==> src/rtl/quota_stream_gen_if.sv <==
// Handshake and data bundle for quota_stream_gen: the input vector side
// (valid/ready, words, modes) and the per-channel stream output side.
interface quota_stream_gen_if #(
  parameter int BITSTREAM = 64,
  parameter int QUANT     = 8,
  parameter int CH        = 4
);
  localparam int L = $clog2(BITSTREAM);

  logic                  in_valid;
  logic                  in_ready;
  logic [CH*QUANT-1:0]   in_data;
  logic                  mode_bipolar;
  logic                  mode_round;
  logic                  mode_spread;
  logic                  out_valid;
  logic                  out_ready;
  logic [CH-1:0]         out_bits;
  logic                  out_last;
  logic [CH*(L+1)-1:0]   out_quota;

  // Source / stream consumer side.
  modport master (
    output in_valid, in_data, mode_bipolar, mode_round, mode_spread, out_ready,
    input  in_ready, out_valid, out_bits, out_last, out_quota
  );

  // Generator side.
  modport slave (
    input  in_valid, in_data, mode_bipolar, mode_round, mode_spread, out_ready,
    output in_ready, out_valid, out_bits, out_last, out_quota
  );
endinterface

==> src/rtl/quota_stream_gen.sv <==
// Multi-channel stochastic bitstream generator: turns CH quantised words into
// per-window quotas of ones and serialises one BITSTREAM-bit stream per channel.
module quota_stream_gen #(
  parameter int BITSTREAM = 64,
  parameter int QUANT     = 8,
  parameter int CH        = 4
) (
  input  logic                  clk,
  input  logic                  rst_n,
  quota_stream_gen_if.slave     io_bus
);

  localparam int L = $clog2(BITSTREAM);
  localparam int D = QUANT - L;

  localparam logic [QUANT:0] BIAS = (QUANT+1)'(2 ** (QUANT - 1));
  localparam logic [QUANT:0] RND  = (D > 0) ? (QUANT+1)'(2 ** (D - 1)) : '0;

  generate
    if (D < 0 || BITSTREAM < 2 || BITSTREAM != (1 << L)) begin : g_bad_param
      $error("quota_stream_gen: BITSTREAM must be a power of two >= 2 and QUANT >= log2(BITSTREAM)");
    end
  endgenerate

  typedef enum logic {
    ST_IDLE,
    ST_STREAM
  } state_t;

  state_t                r_state;
  logic [L-1:0]          r_cnt;
  logic [CH-1:0][L:0]    r_quota;
  logic                  r_spread;
  logic                  r_out_valid;
  logic                  r_out_last;
  logic [CH-1:0]         r_out_bits;

  logic [CH-1:0][L:0]    w_quota;
  logic                  w_in_ready;
  logic                  w_accept;
  logic [L-1:0]          w_cnt_nxt;
  logic [L-1:0]          w_k;
  logic [CH-1:0][L:0]    w_q_sel;
  logic                  w_spread_sel;
  logic [CH-1:0]         w_bits_nxt;

  // Quota per channel: offset signed inputs into 0..2^QUANT-1, then keep the top L+1 bits.
  for (genvar c = 0; c < CH; c++) begin : g_ch
    logic [QUANT-1:0] w_x;
    logic [QUANT:0]   w_ext;
    logic [QUANT:0]   w_sum;

    assign w_x        = io_bus.in_data[c*QUANT +: QUANT];
    assign w_ext      = io_bus.mode_bipolar ? ({w_x[QUANT-1], w_x} + BIAS) : {1'b0, w_x};
    assign w_sum      = w_ext + (io_bus.mode_round ? RND : '0);
    assign w_quota[c] = (L+1)'(w_sum >> D);
  end

  // The final beat of a window reopens the input so a waiting vector follows with no bubble.
  // NOTE: every signal driven here gets a value on every path, so no latch can be inferred.
  always_comb begin
    w_in_ready   = (r_state == ST_IDLE) || (r_out_last && io_bus.out_ready);
    w_accept     = io_bus.in_valid && w_in_ready;
    w_cnt_nxt    = w_accept ? '0 : r_cnt + 1'b1;
    w_q_sel      = w_accept ? w_quota : r_quota;
    w_spread_sel = w_accept ? io_bus.mode_spread : r_spread;

    w_k = w_cnt_nxt;
    if (w_spread_sel) begin
      for (int i = 0; i < L; i++) begin
        w_k[i] = w_cnt_nxt[L-1-i];
      end
    end

    w_bits_nxt = '0;
    for (int c = 0; c < CH; c++) begin
      w_bits_nxt[c] = ({1'b0, w_k} < w_q_sel[c]);
    end
  end

  // Outputs are computed one beat ahead and registered so they hold under backpressure.
  // NOTE: all state is updated with non-blocking assignments so every register samples
  // pre-edge values regardless of statement order.
  always_ff @(posedge clk or negedge rst_n) begin
    if (!rst_n) begin
      // NOTE: the quota bank is a handful of flops, not a RAM, so it is reset with the rest.
      r_state     <= ST_IDLE;
      r_cnt       <= '0;
      r_quota     <= '0;
      r_spread    <= 1'b0;
      r_out_valid <= 1'b0;
      r_out_last  <= 1'b0;
      r_out_bits  <= '0;
    end else if (w_accept) begin
      r_state     <= ST_STREAM;
      r_cnt       <= '0;
      r_quota     <= w_quota;
      r_spread    <= io_bus.mode_spread;
      r_out_valid <= 1'b1;
      r_out_last  <= &w_cnt_nxt;
      r_out_bits  <= w_bits_nxt;
    end else begin
      case (r_state)
        ST_IDLE: begin
          r_out_valid <= 1'b0;
          r_out_last  <= 1'b0;
          r_out_bits  <= '0;
        end
        ST_STREAM: begin
          if (io_bus.out_ready) begin
            if (r_out_last) begin
              r_state     <= ST_IDLE;
              r_cnt       <= '0;
              r_out_valid <= 1'b0;
              r_out_last  <= 1'b0;
              r_out_bits  <= '0;
            end else begin
              r_cnt      <= w_cnt_nxt;
              r_out_last <= &w_cnt_nxt;
              r_out_bits <= w_bits_nxt;
            end
          end
        end
        default: r_state <= ST_IDLE;
      endcase
    end
  end

  assign io_bus.in_ready  = w_in_ready;
  assign io_bus.out_valid = r_out_valid;
  assign io_bus.out_bits  = r_out_bits;
  assign io_bus.out_last  = r_out_last;
  assign io_bus.out_quota = r_quota;

endmodule

==> src/flat_wrapper.sv <==
// flat-port wrapper written by rule: the top's interface ports become plain ports
module quota_stream_gen_flat 
#(
  parameter int BITSTREAM = 64,
  parameter int QUANT     = 8,
  parameter int CH        = 4
)
  (clk, rst_n, io_bus_in_valid, io_bus_in_data, io_bus_mode_bipolar, io_bus_mode_round, io_bus_mode_spread, io_bus_out_ready, io_bus_in_ready, io_bus_out_valid, io_bus_out_bits, io_bus_out_last, io_bus_out_quota);
  quota_stream_gen_if #(.BITSTREAM(BITSTREAM), .QUANT(QUANT), .CH(CH)) io_bus_i ();
  input  logic clk;
  input  logic rst_n;
  input wire logic [$bits(io_bus_i.in_valid)-1:0] io_bus_in_valid;
  input wire logic [$bits(io_bus_i.in_data)-1:0] io_bus_in_data;
  input wire logic [$bits(io_bus_i.mode_bipolar)-1:0] io_bus_mode_bipolar;
  input wire logic [$bits(io_bus_i.mode_round)-1:0] io_bus_mode_round;
  input wire logic [$bits(io_bus_i.mode_spread)-1:0] io_bus_mode_spread;
  input wire logic [$bits(io_bus_i.out_ready)-1:0] io_bus_out_ready;
  output wire logic [$bits(io_bus_i.in_ready)-1:0] io_bus_in_ready;
  output wire logic [$bits(io_bus_i.out_valid)-1:0] io_bus_out_valid;
  output wire logic [$bits(io_bus_i.out_bits)-1:0] io_bus_out_bits;
  output wire logic [$bits(io_bus_i.out_last)-1:0] io_bus_out_last;
  output wire logic [$bits(io_bus_i.out_quota)-1:0] io_bus_out_quota;
  assign io_bus_i.in_valid = io_bus_in_valid;
  assign io_bus_i.in_data = io_bus_in_data;
  assign io_bus_i.mode_bipolar = io_bus_mode_bipolar;
  assign io_bus_i.mode_round = io_bus_mode_round;
  assign io_bus_i.mode_spread = io_bus_mode_spread;
  assign io_bus_i.out_ready = io_bus_out_ready;
  assign io_bus_in_ready = io_bus_i.in_ready;
  assign io_bus_out_valid = io_bus_i.out_valid;
  assign io_bus_out_bits = io_bus_i.out_bits;
  assign io_bus_out_last = io_bus_i.out_last;
  assign io_bus_out_quota = io_bus_i.out_quota;
  quota_stream_gen #(.BITSTREAM(BITSTREAM), .QUANT(QUANT), .CH(CH)) u_core (.clk(clk), .rst_n(rst_n), .io_bus(io_bus_i));
endmodule
==> config.mk <==
export PLATFORM = sky130hd
export DESIGN_NAME = quota_stream_gen_flat
export DESIGN_NICKNAME = d
export VERILOG_FILES = /design/src/rtl/quota_stream_gen_if.sv /design/src/rtl/quota_stream_gen.sv /design/src/flat_wrapper.sv
export SDC_FILE = /design/constraint.sdc
export NUM_CORES = 1
export LEC_CHECK = 0
export ABC_AREA = 1
export CORE_AREA = 2 2 101 103
export CTS_CLUSTER_SIZE = 14
export DETAILED_ROUTE_END_ITERATION = 12
export DIE_AREA = 0 0 103 105
export GPL_ROUTABILITY_DRIVEN = 0
export HOLD_SLACK_MARGIN = 0.1
export PLACE_DENSITY_LB_ADDON = 0.1
export SYNTH_ARGS = -nofsm -noshare
export SYNTH_HDL_FRONTEND = slang
export SYNTH_SLANG_ARGS = --single-unit
==> constraint.sdc <==
create_clock -name clk -period 2 [get_ports clk]
set_clock_uncertainty 0.05 [all_clocks]
set_input_delay 0.4 -clock clk [delete_from_list [all_inputs] [get_ports clk]]
set_output_delay 0.4 -clock clk [all_outputs]
set_load 0.05 [all_outputs]
**After elaboration in Yosys (flattened, before gate mapping)**

Cells that the tools add are included.

- Bits in registers: 42
- Bits in latches: 0
- Bits in writable memories: 0
- Memory bits (read-only): 0
- Word-level logic and storage cells: 63
- Memories: 0

- Add/sub/neg operators: 9
- Multipliers: 0
- Divide/modulo/power cells: 0
- Order comparisons: 4
- Equality and inequality tests: 2
- Shift operators: 0
- Multiplexer cells: 29
- Bitwise operators: 1
- Reduce and logical (&&, ||, !) cells: 8

Operators with widths:

| operator | number |
|---|---|
| adder 9 x 8 -> 9 bit, second input constant | 4 |
| 2-to-1 mux 6 bit | 6 |
| 2-to-1 mux 9 bit | 4 |
| < comparator 6 x 7 -> 1 bit | 4 |
| 2-to-1 mux 28 bit | 1 |
| adder 9 bit | 3 |
| 2-to-1 mux 4 bit | 3 |
| 2-to-1 mux 1 bit | 11 |
| adder 9 x 2 -> 9 bit | 1 |
| case mux 4 bit (2 select lines) | 1 |
| adder 6 x 1 -> 6 bit, second input constant | 1 |
| inequality test 3 bit, second input constant | 2 |
| AND reduction 6 bit | 1 |
| case mux 1 bit (2 select lines) | 2 |
| AND reduction 2 bit | 2 |
| nonzero test 2 bit | 2 |
| logical AND 1 bit | 2 |
| 2-to-1 mux 2 bit | 1 |
| logical OR 1 bit | 1 |
| inverter 1 bit | 1 |

**Logic depth before layout (Yosys ltp)**

Gate-level depths: netlist of the first run.

- Depth after elaboration: 10
- Gate-level depth with buffers: 17
- Mapped depth without buffers: 17

**Least setup slack after synthesis of the first run**

OpenSTA, ideal clock, no wires.

- Path kind: register to register
- Start point: register u_core.r_out_last, in the netlist u_core.io_bus.out_last
- End point: register u_core.r_out_bits[1], in the netlist u_core.io_bus.out_bits[1]
- Arrival time: 2549 ps
- Setup slack: -665 ps
- Cell stages (with the launch flop): 16
- Buffers on the path: 0
- Clock period less this slack: 2665 ps
- Cell sequence: dfrtp_1 nand2_1 nand2_2 nand2_4 inv_2 nand2_1 nand2_2 inv_1 o21ai_0 ha_1 a21o_1 nand4_1 nand2_1 nor2_1 nand2_1 nand2_1

- Longest elaborated chain between the ends: 10
- Elaborated cells on any way between the ends: 13

Ends and longest elaborated chain:

| element | line | source |
|---|---|---|
| start, declared | quota_stream_gen.sv:35 | `logic r_out_last;` |
| start signal, assigned | quota_stream_gen.sv:100 | `r_out_last <= &w_cnt_nxt;` |
| start signal, assigned | quota_stream_gen.sv:119 | `r_out_last <= &w_cnt_nxt;` |
| logical AND 1 bit * | quota_stream_gen.sv:62 | `w_in_ready = (r_state == ST_IDLE) \|\| (r_out_last && io_bus.out_ready);` |
| logical OR 1 bit * | quota_stream_gen.sv:62 |  |
| via io_bus_in_ready | flat_wrapper.sv:18 | `output wire logic [$bits(io_bus_i.in_ready)-1:0] io_bus_in_ready;` |
| logical AND 1 bit * | quota_stream_gen.sv:63 | `w_accept = io_bus.in_valid && w_in_ready;` |
| 2-to-1 mux 1 bit * | - |  |
| via u_core.w_spread_sel | quota_stream_gen.sv:44 | `logic w_spread_sel;` |
| 2-to-1 mux 6 bit * | quota_stream_gen.sv:69 | `if (w_spread_sel) begin` |
| < comparator 6 x 7 -> 1 bit * | quota_stream_gen.sv:77 | `w_bits_nxt[c] = ({1'b0, w_k} < w_q_sel[c]);` |
| 2-to-1 mux 4 bit | quota_stream_gen.sv:111 | `if (r_out_last) begin` |
| 2-to-1 mux 4 bit | quota_stream_gen.sv:110 | `if (io_bus.out_ready) begin` |
| case mux 4 bit (2 select lines) | quota_stream_gen.sv:103 | `case (r_state)` |
| 2-to-1 mux 4 bit * | quota_stream_gen.sv:94 | `end else if (w_accept) begin` |
| end signal, assigned | quota_stream_gen.sv:101 | `r_out_bits <= w_bits_nxt;` |
| end signal, assigned | quota_stream_gen.sv:120 | `r_out_bits <= w_bits_nxt;` |
| end, declared | quota_stream_gen.sv:36 | `logic [CH-1:0] r_out_bits;` |

Mark *: on every way through the listed nets, which the timed path passes. The rest lies on a longest branch. The select of a mux whose other input is x is not followed.
A chain may end at the register's enable or synchronous reset.

**Worst setup path after layout of the first run**

- Start point: register u_core.r_out_last, in the netlist u_core.io_bus.out_last
- End point: register u_core.r_out_bits[2], in the netlist u_core.io_bus.out_bits[2]

- Longest elaborated chain between the ends: 10
- Elaborated cells on any way between the ends: 13

Ends and longest elaborated chain:

| element | line |
|---|---|
| logical AND 1 bit | quota_stream_gen.sv:62 |
| logical OR 1 bit | quota_stream_gen.sv:62 |
| logical AND 1 bit | quota_stream_gen.sv:63 |
| 2-to-1 mux 6 bit or 2-to-1 mux 1 bit (tied branches) | - |
| 2-to-1 mux 6 bit | quota_stream_gen.sv:69 |
| < comparator 6 x 7 -> 1 bit | quota_stream_gen.sv:77 |
| 2-to-1 mux 4 bit | quota_stream_gen.sv:111 |
| 2-to-1 mux 4 bit | quota_stream_gen.sv:110 |
| case mux 4 bit (2 select lines) | quota_stream_gen.sv:103 |
| 2-to-1 mux 4 bit | quota_stream_gen.sv:94 |

Parallel ways exist; a longest one is shown, timed or not. The select of a mux whose other input is x is not followed.

==> results by group, run 1 <==
Status
  • Status: complete, but fails checks
  • Failing checks: negative setup slack

Timing
  • Rel. slew slack: 66.3%
  • Hold_ws: 436 ps
  • Worst Slack Setup Final: -95.0 ps
  • Max-slew violation count: 0
  • Final Setup Violations: 4
  • Final period util: 105%
  • Fin crit period: roughly 2100 ps
  • TNS Setup: -266 ps
  • Hold Fails Final Rpt: 0
  • F_max: around 0.48 GHz
  • RSZ-0062 raised after global routing: yes
  • Slew @ Worst Pin: ~500 ps

Synthesis
  • Syn Nets: around 430
  • Mux contribution to synthesized area: 0%
  • Cell with the most instances after synthesis: nand2_1
  • Xor/xnor share of the synthesized area: 6.19%
  • Synth async-reset ratio: 100%
  • Register area share after synthesis: between 30% and 40%
  • Area fraction in compound gates after synthesis: under 10%
  • Syn Area/Cell: between 7 and 8 µm²
  • Post-synthesis adder-cell area fraction: 10.6%
  • Largest area contributor in the netlist: dfrtp_1
  • Cells after Synth: 371
  • Synth warnings: 0
  • Distinct cells, synth: 32
  • Synth top cells by count: nand2_1, inv_1, dfrtp_1, nor2_1, o21ai_0
  • Ys flop type: dfrtp_1
  • Cell Area, Synth: ~2800 µm²
  • EDFF count, synth: 0
  • FF+latch count, synth: 42
  • Post-Synth Simple-Gate Area: 27.5%
  • Combinational family with the most area after synthesis: simple AND/OR/NAND/NOR gates
  • Top cell type's share of synthesized area: around 37%
  • Main area contributors after synthesis: dfrtp_1, nand2_1, ha_1

Drt
  • Final wirelength: between 9 and 10 mm
  • Post-DRT Antenna Nets: 0
  • Via count: 2970
  • Wire length per cell: ~14 µm
  • Drt pass-1 iters: 6
  • DRC viols: 0
  • Detailed Route Iter0 Violations: about 70
  • Vias per inst: roughly 4.5

Setup path
  • Critical Path Fanout Max: 8
  • CP Launch Type: flip-flop
  • Cell breakdown of the critical path: nand2_4 > nand2_8 > nand2_8 > buf_12 > nand2_4 > nor2_4 > nand2_2 > o21ai_4 > buf_12 > ha_4 > a21o_1 > nand4_1 > nand2_1 > nor2_1 > nand2_1 > nand2_1
  • Critical path buffer and inverter count: 2
  • Reg2reg start: u_core.io_bus.out_last
  • Worst setup EP type: flip-flop
  • Crit-path leading delay family: simple AND/OR/NAND/NOR gates
  • CP max stage cell: dfrtp_2
  • CP Depth: 16
  • Max stage delay on crit path: 430 ps
  • CP dominant cell by count: nand2_1
  • Worst EP required: roughly 2200 ps
  • R2R cell count: 16
  • CP Class: flip-flop to flip-flop
  • WP data arrival: around 2300 ps
  • Beginning of the critical path: u_core.io_bus.out_last

Global route
  • Grt ovf: 0
  • Total GRT Usage: about 17%
  • Initial antenna violation count: 0
  • Global-route wire length before repair: roughly 15 mm
  • Number of global-route vias before repair: approximately 3000
  • Largest net degree at the start of global routing: 28

Placement
  • Port bufs: a little under 70
  • Dpl hpwl: about 6.8 mm

Floorplan
  • Top Ports: 74
  • Row cnt: 36
  • Core Region: between 9000 and 10000 µm²
  • Starting Density: ~29%
  • Die Ht: ~110 µm
  • Die width: slightly above 100 µm
  • Die Area: between 10000 and 15000 µm²

Power
  • Power consumption: 0.00439 W
  • Pwr per Cell Area: just over 900 nW/µm²
  • P_leak: 2.41 nW
  • Worst IR drop on VDD: around 0.00056 V

Cells and area
  • Layout area overhead: 67.6%
  • N_diodes: 0
  • Final nets: between 500 and 600
  • Fill cells: slightly below 1000
  • Share of cells above drive strength 1: 37.5%
  • Final Util: between 40% and 50%

Clock network
  • Clock Path Buffers: 2
  • CTS Sinks: 42
  • Skew-Pair Late Insertion Delay: about 300 ps
  • Num CTS Buffers: 5
  • CTS tree: done
  • # H-tree levels: 2
  • Clk pin slew, worst setup/hold paths: about 90 ps
  • CTS root buf: clkbuf_8

Worst hold path
  • Worst Hold Launch: u_core.io_bus.out_bits[1]
  • Hold Path Class: flip-flop to flip-flop
  • Hold path depth: 2

Flow run
  • Max_cap viols: 0
[worst reg2reg max path, cell delays in order, from the launching register on]
cell and delay, ps:
dfrtp_2 430, nand2_4 80, nand2_8 60, nand2_8 120, buf_12 140, nand2_4 60, nor2_4 110, nand2_2 80
o21ai_4 100, buf_12 150, ha_4 200, a21o_1 150, nand4_1 80, nand2_1 60, nor2_1 80, nand2_1 60
nand2_1 50
[cells in the final DEF, fill, tap and decap left out, types with 4 or more instances in the layout]
cell type,count
a21oi_1,5
buf_12,5
buf_4,97
clkbuf_8,6
clkdlybuf4s50_1,26
dfrtp_1,40
dlygate4sd2_1,18
ha_1,11
ha_2,5
ha_4,8
inv_1,45
inv_2,4
nand2_1,88
nand2_2,16
nand2_4,4
nand3_1,15
nand3_2,6
nand3b_1,4
nand4_1,5
nor2_1,23
nor2_2,7
nor2_4,4
o21ai_0,13
o21ai_1,10
o21ai_2,4
o21ai_4,5
xor2_1,14
[kinds of logic (layout without fill, tap and decap cells)]
family,after synthesis,in the layout
buf+inv,57,212
simple gates,179,179
flops,42,42
compound gates,49,49
xor+xnor,20,20
fa+ha+maj,24,24
[through the flow]
stage                     setup slack, ps  area (µm²)  instances
after detailed placement             -835        4170        634
after CTS                           -81.9        4640        655
final                               -95.0        4740        659
after floorplan                      -230        2900        371
after global routing                 -256        4740        659
after global placement               -776        4170        634
[layout make-up]
type                       instances  area (µm²)  share of cell area, %
clock inverter                     2        12.5                  0.264
inverter                          51         196                   4.14
clock buffer                       6        82.6                   1.74
tap                              133         166                   3.51
multi-input combinational        272        1920                   40.5
sequential                        42        1050                   22.2
timing repair buffer             153        1310                   27.6
[sequential cells by signal (all words and copies together), names as in the netlist]
register and flops:
u_core.r_state 1, u_core.io_bus.out_valid 1, u_core.r_cnt 6, u_core.io_bus.out_last 1, u_core.io_bus.out_bits 4, u_core.io_bus.out_quota 28
u_core.r_spread 1
[final timing paths]
path	endpoint	slack [ps]
max	u_core.io_bus.out_bits[2]	-100
min	u_core.io_bus.out_bits[1]	440
max reg2reg	u_core.io_bus.out_bits[2]	-100
min reg2reg	u_core.io_bus.out_bits[1]	440
max in group asynchronous	u_core.io_bus.out_last	970
min in group asynchronous	u_core.r_cnt[3]	550
[layer usage]
metal	vias up	GRT usage, %	part of all wire [%]
met2	59	30.6	50
met1	1404	22.4	45
met5	-	0	0
met4	0	3.48	0.78
li1	1500	-	-
met3	7	2.74	4.2
[power by group]
part | leakage [nW] | internal, W | switching [W] | total, W
clock | 0.0472 | 0.000279 | 0.000332 | 0.000611
combinational | 1.85 | 0.00118 | 0.00150 | 0.00268
sequential | 0.514 | 0.00100 | 0.000100 | 0.00110
total | 2.41 | 0.00246 | 0.00193 | 0.00439
[timing repair]
item / 4_1_cts / 5_1_grt
setup buffers: 12 / 4
pin swaps: 34 / 8
endpoints found under the hold margin: 42 / 0
setup endpoints to repair: 4 / 5
hold buffers: 1 / 0
resized for setup: 93 / 19
Power figures use the tool's default switching activity.
==> run 2: changes to the inputs <==
- REMOVE_ABC_BUFFERS: unset -> 1
==> run 2 against run 1 <==
  * The flow still finishes with violations (negative setup slack)
  * Design area fell by 0.92%
  * Global-route usage fell by 0.89 points
  * Hold slack worse by 310 ps
  * Critical endpoint is now u_core.io_bus.out_bits[1]
==> results by group, run 2 (synthesis gave the netlist of run 1 again) <==
Status
  • Status: complete, but fails checks
  • Failing checks: negative setup slack

Timing
  • Worst Slack Setup Final: -159 ps (-64.1 ps)
  • Max-slew violation count: 0 (unchanged)
  • Slew @ Worst Pin: 592 ps (+87.5 ps)
  • Hold Fails Final Rpt: 0 (unchanged)
  • Final Setup Violations: 4 (unchanged)
  • Rel. slew slack: 60.5% (-5.7 points)
  • Fin crit period: 2160 ps (+64.1 ps)
  • F_max: 0.463 GHz (-3.0%)
  • RSZ-0062 raised after global routing: yes
  • Final period util: 108% (+3.2 points)

Placement
  • Dpl ws: -817 ps (+18.2 ps)
  • Port bufs: 69 (unchanged)
  • Dpl hpwl: 6.21 mm (-9.1%)

Clock network
  • CTS tree: done
  • CTS Sinks: 42 (unchanged)
  • # H-tree levels: 2 (unchanged)
  • Skew-Pair Late Insertion Delay: 300 ps (about the same)
  • Clock Path Buffers: 2 (unchanged)
  • CTS root buf: clkbuf_8
  • Num CTS Buffers: 5 (unchanged)
  • Clk pin slew, worst setup/hold paths: 90 ps (about the same)
  • CTS Hold Bufs: 0 (-1)

Cells and area
  • Number of flip-flops in the largest register: 28 (unchanged)
  • Layout area overhead: 66.0%
  • N_diodes: 0 (unchanged)
  • Most frequent cells in the layout: buf_4, nand2_1, inv_1
  • Commonest non-fill, non-tap cell in the layout: buf_4
  • Fill cells: 987 (+2.1%)
  • Final Util: 48.7% (-0.45 points)
  • Share of cells above drive strength 1: 33.7% (-3.7 points)
  • Final nets: 596 (+1.4%)

Setup path
  • CP max stage cell: dfrtp_1
  • CP dominant cell by count: nand2_1
  • CP Launch Type: flip-flop
  • Max stage delay on crit path: 400 ps (-30 ps)
  • FF-to-FF setup slack: -160 ps (-60 ps)
  • Worst setup EP type: flip-flop
  • R2R cell count: 17 (+1)
  • WP data arrival: 2350 ps (+50 ps)
  • Critical Path Fanout Max: 4 (-4)
  • Cell breakdown of the critical path: ha_2 > nand2_2 > inv_2 > nand2_4 > nand2_4 > nand2_4 > nor2_4 > nand2_1 > o21ai_1 > buf_4 > ha_4 > a21o_1 > nand4_1 > nand2_1 > nor2_1 > nand2_1 > nand2_1
  • Worst EP required: 2190 ps (about the same)
  • CP Class: flip-flop to flip-flop

Worst hold path
  • Hold Path Class: input port to async pin

Drt
  • DRC viols: 0 (unchanged)
  • Via count: 2958 (-0.40%)
  • Final wirelength: 8.67 mm (-5.8%)
  • Drt pass-1 iters: 4 (-2)
  • Post-DRT Antenna Nets: 0 (unchanged)
  • Detailed Route Iter0 Violations: 71 (+4.4%)
  • Wire length per cell: 13.0 µm (-6.9%)
  • Vias per inst: 4.43 (-1.6%)

Floorplan
  • Die Area: 10800 µm² (unchanged)
  • Top Ports: 74 (unchanged)
  • Core Region: 9640 µm² (unchanged)
  • Die Ht: 105 µm (unchanged)
  • Starting Density: 29.3% (unchanged)
  • Row cnt: 36 (unchanged)
  • Die width: 103 µm (unchanged)

Flow run
  • Max_cap viols: 0 (unchanged)

Global route
  • Total GRT Usage: 16.6% (-0.89 points)
  • Number of global-route vias before repair: 2954 (-3.6%)
  • Global-route wire length before repair: 14.1 mm (-4.1%)
  • Grt ovf: 0 (unchanged)
  • Largest net degree at the start of global routing: 43 (+54%)
  • Initial antenna violation count: 0 (unchanged)

Power
  • Pwr per Cell Area: 932 nW/µm² (+0.58%)
  • Worst IR drop on VDD: 0.000478 V (-15%)
  • P_leak: 2.43 nW (+0.74%)
run 2: cell types whose count changed in the layout (fill, tap and decap cells not counted), moves of 5 or more:
cell | previous run | this run
dlygate4sd2_1 | 18 | 7
ha_4 | 8 | 13
buf_4 | 97 | 105
o21ai_4 | 5 | 0
buf_6 | 2 | 8
nand2_2 | 16 | 7
clkdlybuf4s50_1 | 26 | 35
nand2_1 | 88 | 98
run 2: critical path, delay by kind of cell, from the launching register on:
kind	cells	cell delay, ps
simple gates	11	730
fa+ha+maj	2	410
flops	1	400
buf+inv	2	260
compound gates	2	220
run 2: area by class of cell:
class | instances | area [µm²] | area share (%)
clock inverters | 3 | 40.0 | 0.852
well taps | 133 | 166 | 3.54
repair buffers | 161 | 1360 | 29.0
flip-flops and latches | 42 | 1050 | 22.4
inverters | 51 | 191 | 4.08
clock buffers | 5 | 68.8 | 1.47
multi-input cells | 272 | 1820 | 38.7
run 2: layer usage:
layer	share of wire [%]	GRT usage (%)
met2	46	26.6
met3	3.8	2.88
met5	0	0
met1	49	23.2
met4	1.4	3.48
run 2: repair_timing:
action	4_1_cts	5_1_grt
resized for setup	51	37
setup buffers	19	3
cloned	0	0
setup endpoints to repair	4	6
pin swaps	29	25
run 2: final timing paths:
| kind | from | endpoint |
|---|---|---|
| hold / removal | rst_n | u_core.io_bus.out_quota[16] |
| min in group clk | u_core.io_bus.out_bits[3] | u_core.io_bus.out_bits[3] |
| hold reg to reg | u_core.io_bus.out_bits[3] | u_core.io_bus.out_bits[3] |
| setup reg to reg | u_core.r_cnt[1] | u_core.io_bus.out_bits[1] |
| max in group asynchronous | rst_n | u_core.r_cnt[5] |
| setup / recovery | u_core.r_cnt[1] | u_core.io_bus.out_bits[1] |
run 2: report_power, final:
part	switching [W]	total [W]	leakage, nW	internal (W)
Clock	0.000323	0.000692	0.0579	0.000368
Sequential	0.000108	0.00111	0.516	0.00100
Combinational	0.00141	0.00257	1.86	0.00116
run 2: per-stage QoR:
| stage | cells | setup TNS, ps | power (W) | hold slack, ps | area (µm²) |
|---|---|---|---|---|---|
| CTS | 667 | -659 | 0.00428 | 157 | 4540 |
| floorplan | 365 | -4230 | 0.00236 | 54.4 | 2760 |
| global route | 667 | -1290 | 0.00473 | 183 | 4700 |
| finish | 667 | -564 | 0.00438 | 124 | 4700 |
| global placement | 640 | -4920 | 0.00320 | 433 | 4120 |
| detailed placement | 640 | -5240 | 0.00322 | 436 | 4120 |
